<file path="src/rtl/serial_addsub_if.sv">
// Operand/result bundle for serial_addsub.
// Handshake: start is sampled only while the block is idle; a sample with start=1 latches a, b and sub.
// done pulses for exactly one cycle when sum/cout/ovf hold a new result.
// busy is high while bits are being processed, and it is never high together with done.
interface serial_addsub_if #(
    parameter int WIDTH = 5
);
    logic             start;
    logic             sub;
    logic [WIDTH-1:0] a;
    logic [WIDTH-1:0] b;
    logic             busy;
    logic             done;
    logic [WIDTH-1:0] sum;
    logic             cout;
    logic             ovf;
    logic [1:0]       state_dbg;

    modport master (
        output start, sub, a, b,
        input  busy, done, sum, cout, ovf, state_dbg
    );

    modport slave (
        input  start, sub, a, b,
        output busy, done, sum, cout, ovf, state_dbg
    );
endinterface

</file>
<file path="src/rtl/serial_addsub.sv">
// Bit-serial two's-complement adder/subtractor: one full-adder cell is reused for WIDTH cycles.
// Results are registered on entry to DONE and are held until the next completion.
module serial_addsub #(
    parameter int WIDTH = 5
) (
    input logic           clk,
    input logic           rst,
    serial_addsub_if.slave bus
);
    localparam int CW = $clog2(WIDTH) + 1;

    typedef enum logic [1:0] {
        IDLE  = 2'd0,
        SHIFT = 2'd1,
        DONE  = 2'd2
    } state_t;

    state_t           state;
    state_t           state_next;
    logic [WIDTH-1:0] ar;
    logic [WIDTH-1:0] br;
    logic [WIDTH-1:0] rr;
    logic [WIDTH-1:0] rr_next;
    logic [WIDTH-1:0] sum_q;
    logic [CW-1:0]    cnt;
    logic             c;
    logic             c_next;
    logic             s_bit;
    logic             last_bit;
    logic             cout_q;
    logic             ovf_q;

    always_comb begin
        state_next = state;
        s_bit      = ar[0] ^ br[0] ^ c;
        c_next     = (ar[0] & br[0]) | (ar[0] & c) | (br[0] & c);
        last_bit   = (cnt == CW'(WIDTH - 1));
        rr_next    = {s_bit, rr[WIDTH-1:1]};
        case (state)
            IDLE:    if (bus.start) state_next = SHIFT;
            SHIFT:   if (last_bit) state_next = DONE;
            DONE:    state_next = IDLE;
            default: state_next = IDLE;
        endcase
    end

    always_ff @(posedge clk) begin
        if (rst) state <= IDLE;
        else     state <= state_next;
    end

    always_ff @(posedge clk) begin
        if (rst) begin
            ar     <= '0;
            br     <= '0;
            rr     <= '0;
            cnt    <= '0;
            c      <= 1'b0;
            sum_q  <= '0;
            cout_q <= 1'b0;
            ovf_q  <= 1'b0;
        end else begin
            case (state)
                IDLE: begin
                    if (bus.start) begin
                        // Subtraction becomes A + ~B + 1, with the +1 entering as the initial carry.
                        ar  <= bus.a;
                        br  <= bus.sub ? ~bus.b : bus.b;
                        c   <= bus.sub;
                        cnt <= '0;
                    end
                end
                SHIFT: begin
                    ar  <= ar >> 1;
                    br  <= br >> 1;
                    rr  <= rr_next;
                    c   <= c_next;
                    cnt <= cnt + CW'(1);
                    if (last_bit) begin
                        // On the MSB cycle, c is the carry into the MSB and c_next is the carry out of it.
                        sum_q  <= rr_next;
                        cout_q <= c_next;
                        ovf_q  <= c ^ c_next;
                    end
                end
                default: ;
            endcase
        end
    end

    assign bus.busy      = (state == SHIFT);
    assign bus.done      = (state == DONE);
    assign bus.sum       = sum_q;
    assign bus.cout      = cout_q;
    assign bus.ovf       = ovf_q;
    assign bus.state_dbg = state;
endmodule

</file>
<file path="src/flat_wrapper.sv">
// flat-port wrapper written by rule: the top's interface ports become plain ports
module serial_addsub_flat 
#(
    parameter int WIDTH = 5
)
  (clk, rst, bus_start, bus_sub, bus_a, bus_b, bus_busy, bus_done, bus_sum, bus_cout, bus_ovf, bus_state_dbg);
  serial_addsub_if #(.WIDTH(WIDTH)) bus_i ();
  input logic clk;
  input logic rst;
  input wire logic [$bits(bus_i.start)-1:0] bus_start;
  input wire logic [$bits(bus_i.sub)-1:0] bus_sub;
  input wire logic [$bits(bus_i.a)-1:0] bus_a;
  input wire logic [$bits(bus_i.b)-1:0] bus_b;
  output wire logic [$bits(bus_i.busy)-1:0] bus_busy;
  output wire logic [$bits(bus_i.done)-1:0] bus_done;
  output wire logic [$bits(bus_i.sum)-1:0] bus_sum;
  output wire logic [$bits(bus_i.cout)-1:0] bus_cout;
  output wire logic [$bits(bus_i.ovf)-1:0] bus_ovf;
  output wire logic [$bits(bus_i.state_dbg)-1:0] bus_state_dbg;
  assign bus_i.start = bus_start;
  assign bus_i.sub = bus_sub;
  assign bus_i.a = bus_a;
  assign bus_i.b = bus_b;
  assign bus_busy = bus_i.busy;
  assign bus_done = bus_i.done;
  assign bus_sum = bus_i.sum;
  assign bus_cout = bus_i.cout;
  assign bus_ovf = bus_i.ovf;
  assign bus_state_dbg = bus_i.state_dbg;
  serial_addsub #(.WIDTH(WIDTH)) u_core (.clk(clk), .rst(rst), .bus(bus_i));
endmodule
</file>
<file path="config.mk">
export PLATFORM = sky130hd
export DESIGN_NAME = serial_addsub_flat
export DESIGN_NICKNAME = d
export VERILOG_FILES = /design/src/rtl/serial_addsub_if.sv /design/src/rtl/serial_addsub.sv /design/src/flat_wrapper.sv
export SDC_FILE = /design/constraint.sdc
export NUM_CORES = 1
export LEC_CHECK = 0
export ABC_AREA = 1
export ABC_CLOCK_PERIOD_IN_PS = 1700
export BUFFER_PORTS_ARGS = -buffer_cell sky130_fd_sc_hd__clkbuf_2
export CORE_ASPECT_RATIO = 0.6
export CORE_UTILIZATION = 53
export CTS_CLUSTER_SIZE = 28
export DETAILED_ROUTE_END_ITERATION = 6
export HOLD_SLACK_MARGIN = 0.03
export PLACE_DENSITY = 0.74
export SLEW_MARGIN = 10
export SYNTH_ARGS = -nofsm -noshare
export SYNTH_HDL_FRONTEND = slang
export SYNTH_SLANG_ARGS = --single-unit
</file>
<file path="constraint.sdc">
create_clock -name clk -period 1.7 [get_ports clk]
set_clock_uncertainty 0.2 [all_clocks]
set_input_delay 0.085 -clock clk [delete_from_list [all_inputs] [get_ports clk]]
set_output_delay 0.085 -clock clk [all_outputs]
set_load 0.005 [all_outputs]
</file>
**Yosys cells after proc, flatten, opt, wreduce, memory -nomap -nowiden**

Cells that the tools add are included.

- Flip-flop bits (word level): 29
- Input bits: 14
- Output and inout bits: 11
- Word-level logic and storage cells: 41

- Add/subtract/negate cells: 1
- Equal/unequal tests: 5
- Muxes and demuxes: 12
- Bitwise operators: 9
- Reductions and logical operators: 5

Operator list:

| kind | number |
|---|---|
| 5-bit case mux with 2 select lines | 2 |
| 5-bit 2-to-1 mux | 3 |
| 4-bit case mux with 2 select lines | 1 |
| 2-bit AND reduction | 3 |
| 5-bit inverter | 1 |
| 4-bit by 1-bit adder with 4-bit output, second input constant | 1 |
| 4-bit by 3-bit == test with 1-bit output, second input constant | 1 |
| 2-bit 2-to-1 mux | 2 |
| 4-bit 2-to-1 mux | 1 |
| 2-bit case mux with 2 select lines | 1 |
| 1-bit bitwise AND | 3 |
| 1-bit bitwise XOR | 3 |
| 2-bit by 1-bit == test with 1-bit output, second input constant | 1 |
| 2-bit == test, second input constant | 1 |
| 2-bit zero test | 1 |
| 2-bit by 1-bit inequality test with 1-bit output, second input constant | 1 |
| 2-bit inequality test, second input constant | 1 |
| 1-bit OR | 2 |
| 1-bit case mux with 2 select lines | 1 |
| 2-bit nonzero test | 1 |
| 1-bit 2-to-1 mux | 1 |

**Longest topological paths before layout**

Gate-level depths: netlist of run 1.

- Depth after elaboration: 4
- Mapped depth: 8
- Depth with buffers taken out: 8

**Worst setup path before layout of run 1**

Ideal clock, no wire load.

- Kind: flip-flop to flip-flop
- Start: register u_core.c
- End: register u_core.ovf_q (netlist: u_core.bus.ovf)
- Library setup time: 0.113 ns
- Arrival: 1.094 ns
- Data required time: 1.387 ns
- Setup slack: 0.293 ns
- Cell stages (with the launch flop): 6
- Buffers on the path: 0
- Period minus slack after synthesis: 1.407 ns
- Path through: dfxtp_1 fa_1 xnor2_1 nand2_1 nand2_1 nor2_1

- Word-level cells in the longest chain between the ends: 4
- Elaborated cells between the ends (all ways): 5
- Those cells by class: 5 x bitwise

RTL lines:

| what | RTL line | source |
|---|---|---|
| from (decl) | serial_addsub.sv:26 | `logic c;` |
| from (signal assigned) | serial_addsub.sv:69 | `c <= bus.sub;` |
| from (signal assigned) | serial_addsub.sv:77 | `c <= c_next;` |
| 1-bit bitwise AND | serial_addsub.sv:36 | `c_next = (ar[0] & br[0]) \| (ar[0] & c) \| (br[0] & c);` |
| 1-bit OR | serial_addsub.sv:36 |  |
| 1-bit OR * | serial_addsub.sv:36 |  |
| named net u_core.c_next | serial_addsub.sv:27 | `logic c_next;` |
| 1-bit bitwise XOR * | serial_addsub.sv:83 | `ovf_q <= c ^ c_next;` |
| to (signal assigned) | serial_addsub.sv:83 |  |
| to (decl) | serial_addsub.sv:31 | `logic ovf_q;` |

Mark *: on every way through the listed nets, which the timed path passes. The rest lies on a longest branch.
A chain may end at the register's enable or synchronous reset.

**Worst setup path after layout of run 1**

- Start: register u_core.state[0] (netlist: u_core.bus.state_dbg[0])
- End: output port bus_busy

- Word-level cells in the longest chain between the ends: 1

RTL lines:

| what | RTL line | source |
|---|---|---|
| from (decl) | serial_addsub.sv:18 | `state_t state;` |
| from (signal assigned) | serial_addsub.sv:49 | `else state <= state_next;` |
| 2-bit by 1-bit == test with 1-bit output | serial_addsub.sv:91 | `assign bus.busy = (state == SHIFT);` |
| to (decl) | flat_wrapper.sv:14 | `output wire logic [$bits(bus_i.busy)-1:0] bus_busy;` |

Every way passes these cells.

==> metrics.yaml, run 1 <==
finalPower_w: 0.001374
syn_nets: 201
overflow: 0
dieArea_um2: 2720
ant_nets: 0
grt_use_total_pct: 24.73
drt-total-wl_um: 2930
max_stage_delay_ns: 0.44
crit_path_end_kind: "output port"
fin_area_um2: 1669
tightestPinTransition_ns: 0.3215
p_int_w: 0.001005
vias_per_cell: 4.968
crit_family: "flip-flops"
cts-htree-levels: 1
fin_setup_tns_ns: 0
initial_core_util_pct: 58.83
drive_gt1_share_pct: 19.28
postSynthAreaPerCell_um2: 7.228
post_cts_buffers: 0
relSlewSlack_pct: 78.54
critPathKind: "flop to output port"
rows: 13
fin_crit_sh_pct: 94.55
worstPathCellList: "inv_2 -> nor2_8 -> buf_4 -> clkbuf_2"
hp-class: "input port to flop"
crit_buf_inv: 3
min_period_ns: 1.607
synthCells: 184
swShare_pct: 26.86
cap_viol_max_count: 0
setup_violations: 0
fin_ws_ns: 0.09271
drc_errors: 0
rsz0062_at_grt: "no"
die_x_um: 66.67
critPathArrivalTime_ns: 1.32
dr.pass1.iters: 4
clkPwrFrac_pct: 30.2
power_frac_seq_pct: 52.5
vias: 1257
ctsResizeCount: 0
drtIter0Drc: 37
crit_slowest_cell: "dfxtp_1"
critPathRequiredTime_ns: 1.41
irDropWorstVdd_mv: 0.6247
insertedDiodeCount: 0
cts_hold_buf: 13
cts_buffer_depth: 2
area_delta_synth_final_pct: 25.49
layout.nets: 241
dpl.cell_count: 236
final-max-slew-violation-count: 0
cts_tree: "yes"
cts_buffers: 3
pwr_density_cell_nw_per_um2: 823.2
power.leakage_nw: 0.7912
yosysSeqAreaShare_pct: 42.14
grt_pass1_vias: 1071
grt_max_degree: 18
ys_seq_elements: 28
fin_cells: 253
grt_pass1_wl_um: 4692
dp_hpwl_um: 2083
clk_pin_slew_ns: 0.10
ys_warn_count: 0
die_h_um: 40.81
portBuffers: 24
syn_area_um2: 1330
yosysUniqueCellTypes: 22
outcome: "completed"
pre_cts_ws_ns: 0.2506
antenna_found_initial: 0
root_buffer: "clkbuf_8"
worstSetupStartpointType: "flop"
p_comb_share_pct: 17.4
num_io_pins: 25
coreArea_um2: 2261
gp_congestion: 0.7947
cp_max_fo: 12
route.detailed.wl_per_inst_um: 11.58
hold_viol_final: 0
max_freq_mhz: 622.2
power_switching_w: 0.0003690
post_dp_cell_area_um2: 1484
cts.sinks: 28
clock_latency_ns: 0.28
-- cell usage in the layout (no fill, tap or decap), types with 2 or more instances in the layout --
cell | netlist | layout
a21oi_1 | 4 | 4
buf_4 | 0 | 2
clkbuf_2 | 0 | 24
clkbuf_8 | 0 | 4
dfxtp_1 | 28 | 28
dlygate4sd3_1 | 0 | 13
ha_1 | 2 | 2
inv_1 | 12 | 12
inv_2 | 2 | 2
nand2_1 | 57 | 57
nand2_4 | 3 | 3
nand3_1 | 17 | 17
nor2_1 | 30 | 30
nor2_4 | 2 | 2
o21ai_0 | 12 | 12
o21ai_2 | 2 | 2
xnor2_1 | 3 | 3
-- Yosys cell counts --
library cell  number  area [um^2]
nand2_1           57        214.0
nor2_1            30        112.6
dfxtp_1           28        560.5
nand3_1           17        85.08
inv_1             12        45.04
o21ai_0           12        60.06
a21oi_1            4        20.02
nand2_4            3        33.78
xnor2_1            3        26.28
clkbuf_1           2        7.510
ha_1               2        25.02
inv_2              2        7.510
nor2_4             2        22.52
o21ai_2            2        17.52
a21oi_2            1        8.760
buf_2              1        5.000
buf_6              1        11.26
buf_8              1        15.01
fa_1               1        20.02
nor2_2             1        6.260
nor2_8             1        20.02
o22ai_1            1        6.260
-- worst min-delay path: stages --
cell and delay, ns:
clkbuf_2 0.13, nand3_1 0.08, nand2_1 0.06, nor2_1 0.04, nor2_1 0.07
-- kinds of logic after synthesis --
kind of cell	Yosys count	synth area share [%]
AO/OA/AOI/OAI	20	8.468
XOR/XNOR	3	1.976
adder cells (fa/ha/maj)	3	3.386
buffers and inverters	19	6.867
flip-flops	28	42.15
AND/OR/NAND/NOR	111	37.16
-- worst paths after layout --
path | startpoint | end | slack (ns) | depth (start not counted)
min reg2reg | u_core.ar[4] | u_core.ar[3] | 0.27 | 2
min | bus_start | u_core.ar[2] | 0.03 | 5
max | u_core.bus.state_dbg[0] | bus_busy | 0.09 | 4
max reg2reg | u_core.cnt[0] | u_core.bus.ovf | 0.23 | 7
-- metrics by stage --
| step | util, % | hold slack, ns |
|---|---|---|
| 3_3_place_gp | 65.63 | 0.1176 |
| 5_1_grt | 73.82 | 0.07260 |
| 4_1_cts | 73.82 | 0.03440 |
| 3_5_place_dp | 65.63 | 0.1365 |
| 2_1_floorplan | - | -0.04590 |
| 6_report | 73.82 | 0.02506 |
-- sequential cells by signal, summed over array words and instances, names as in the netlist --
register              count
u_core.bus.sum            5
u_core.c                  1
u_core.bus.ovf            1
u_core.bus.state_dbg      2
u_core.cnt                4
u_core.bus.cout           1
u_core.rr                 4
u_core.br                 5
u_core.ar                 5
-- area by class of cell --
type,count,area [um^2]
well taps,30,37.54
multi-input cells,137,678.2
fillers,173,591.8
repair buffers,40,285.3
inverters,14,52.55
clock buffers,4,55.05
flip-flops and latches,28,560.5
-- power groups by stage --
stage	clock network [W]	logic, W	registers [W]
6_report	0.000414	0.000239	0.000721
5_1_grt	0.000444	0.000270	0.000725
4_1_cts	0.000423	0.000238	0.000720
3_5_place_dp	0	0.000211	0.000735
3_3_place_gp	0	0.000207	0.000733
2_1_floorplan	0	0.000152	0.000732
-- layer usage --
layer / vias to the layer above / wire, um / GRT usage, %
met5: - / 0 / 0
met4: 0 / 38 / 7.979
met3: 4 / 136 / 6.944
met2: 34 / 1321 / 42.42
met1: 557 / 1434 / 30.95
li1: 662 / - / -
(Power assumes the default switching activity.)
==> run 2: changes to the inputs <==
- ABC_AREA: 1 -> not set
==> metrics.yaml, run 2 <==
outcome: "completed"
fin_crit_sh_pct: 92.83  # -1.7 points
cts_buffer_depth: 2  # unchanged
final_common_cell: "dfxtp_1"
dieArea_um2: 2548  # -6.3%
grt_pass1_vias: 1069  # -0.19%
vias_per_cell: 5.577  # +12%
pwr_density_cell_nw_per_um2: 897.7  # +9.1%
gp_congestion: 0.7986  # +0.49%
num_io_pins: 25  # unchanged
synth_edf_count: 0  # unchanged
layout_common_cells: "dfxtp_1, clkbuf_2, a21oi_1"
pre_cts_ws_ns: -0.04031  # -0.2909 ns
critPathRequiredTime_ns: 1.71  # +0.30 ns
cts.sinks: 28  # unchanged
die_x_um: 64.51  # -3.2%
layout.nets: 196  # -19%
power.leakage_nw: 0.6240  # -21%
critPathArrivalTime_ns: 1.59  # +0.27 ns
grt_pass1_wl_um: 4698  # +0.13%
ys_async_sr_fraction_pct: 0  # unchanged
hold_viol_final: 0  # unchanged
crit_buf_inv: 2  # -1
antenna_found_initial: 0  # unchanged
fin_ws_ns: 0.1219  # +0.02916 ns
utilization_pct: 71.85  # -2.0 points
worstPathCellList: "inv_1 -> ha_1 -> and3b_1 -> buf_4 -> nand3_1 -> a21oi_1"
synth_common_cells: "dfxtp_1, a21oi_1, nand2_1, nor2_1, nand3_1"
overflow: 0  # unchanged
hp-class: "input port to flop"
netlist.area_leader.share_pct: 45.12  # +3.0 points
cts_tree: "yes"
critPathKind: "flop to flop"
route.detailed.wl_per_inst_um: 13.53  # +17%
irDropWorstVdd_mv: 0.5303  # -15%
syn_nets: 160  # -20%
cts_buffers: 3  # unchanged
root_buffer: "clkbuf_8"
max_stage_delay_ns: 0.34  # -0.10 ns
dp_hpwl_um: 2004  # -3.8%
ys_warn_count: 0  # unchanged
yosysUniqueCellTypes: 31  # +41%
initial_core_util_pct: 56.58  # -2.2 points
grt_use_total_pct: 25.51  # +0.78 points
ff2ff_setup_slack_ns: 0.12  # -0.11 ns
cp_max_fo: 7  # -5
die_h_um: 39.51  # -3.2%
crit_family: "simple AND/OR/NAND/NOR gates"
clock_latency_ns: 0.27  # about the same
yosysMostFrequentCell: "dfxtp_1"
synth.top_cells.by_area: "dfxtp_1, a21oi_1, a22oi_1"
dr.pass1.iters: 4  # unchanged
drive_gt1_share_pct: 27.53  # +8.2 points
rows: 13  # unchanged
postSynthAreaPerCell_um2: 8.688  # +20%
crit_slowest_cell: "dfxtp_1"
portBuffers: 24  # unchanged
ys_seq_elements: 28  # unchanged
cts-htree-levels: 1  # unchanged
tightestPinTransition_ns: 0.5240  # +0.2025 ns
ant_nets: 0  # unchanged
cap_viol_max_count: 0  # unchanged
drt-total-wl_um: 2814  # -4.0%
grt_max_degree: 20  # +2
max_freq_mhz: 633.7  # +1.8%
area_delta_synth_final_pct: 26.99
vias: 1160  # -7.7%
rsz0062_at_grt: "no"
coreArea_um2: 2196  # -2.9%
drc_errors: 0  # unchanged
setup_violations: 0  # unchanged
min_period_ns: 1.578  # -0.02916 ns
drtIter0Drc: 99  # +170%
syn_area_um2: 1242  # -6.6%
worstSetupStartpointType: "flop"
synth_top_cell_by_area: "dfxtp_1"
final-max-slew-violation-count: 0  # unchanged
clk_pin_slew_ns: 0.09  # about the same
relSlewSlack_pct: 65.04  # -13 points
crit_path_end_kind: "flop"
insertedDiodeCount: 0  # unchanged
yosysSeqAreaShare_pct: 45.12  # +3.0 points
fin_setup_tns_ns: 0  # unchanged
synthCells: 143  # -22%
synth_flop_cell: "dfxtp_1"
[run 2: repair_timing]
item | CTS | global route
hold buffers | 7 | 0
setup buffers | 0 | 0
hold endpoints to repair | 7 | 0
resized for setup | 2 | 2
endpoints found under the setup margin | 9 | 1
[run 2: final timing paths]
path,from,cells past startpoint,to
setup / recovery,u_core.cnt[0],6,u_core.bus.sum[2]
hold / removal,bus_a[2],4,u_core.ar[2]
setup reg to reg,u_core.cnt[0],6,u_core.bus.sum[2]
hold reg to reg,u_core.rr[1],2,u_core.rr[1]
[run 2: power breakdown]
part	internal [W]	switching, W
registers	0.000685	0.0000231
clock network	0.000315	0.000204
logic	0.0000942	0.0000949
total	0.00109	0.000322
[run 2: worst reg2reg max path, delay by kind of cell, from the launching register on]
kind                       cells  cell delay [ns]
and+or+nand+nor                2             0.39
adders and majority gates      1             0.17
AOI/OAI and AO/OA              1             0.12
DFF                            1             0.34
buffers and inverters          2             0.28
[run 2: layout make-up]
class	instances	area, um^2
Multi-Input combinational cell	102	626.9
Clock buffer	3	41.29
Tap cell	30	37.54
Fill cell	176	618.1
Timing Repair Buffer	41	265.3
Sequential cell	28	563.0
Clock inverter	1	30.03
Inverter	3	13.76
[run 2: cell families after synthesis]
kind of cell	Yosys count	synth area share (%)
and+or+nand+nor	53	22.86
DFF	28	45.12
buffers and inverters	13	4.733
adders and majority gates	3	3.625
AOI/OAI and AO/OA	40	19.44
xor gates and xnor gates	6	4.230
[run 2: stage by stage]
stage          hold slack (ns)  std cells  total power, W  cell area [um^2]
3_3_place_gp            0.1293        197       0.0008886              1428
6_report               0.02997        208        0.001416              1578
5_1_grt                0.03646        208        0.001487              1578
4_1_cts                0.03105        208        0.001425              1574
2_1_floorplan          0.03330        143       0.0008339              1242
3_5_place_dp            0.1324        197       0.0008947              1428
[run 2: layer usage]
metal / GRT usage, % / vias to the layer above / part of all wire (%)
met2: 45.00 / 26 / 47
met4: 10.56 / 0 / 2.3
met3: 6.105 / 6 / 3.1
met1: 30.68 / 556 / 48
li1: - / 572 / -
met5: 0 / - / 0
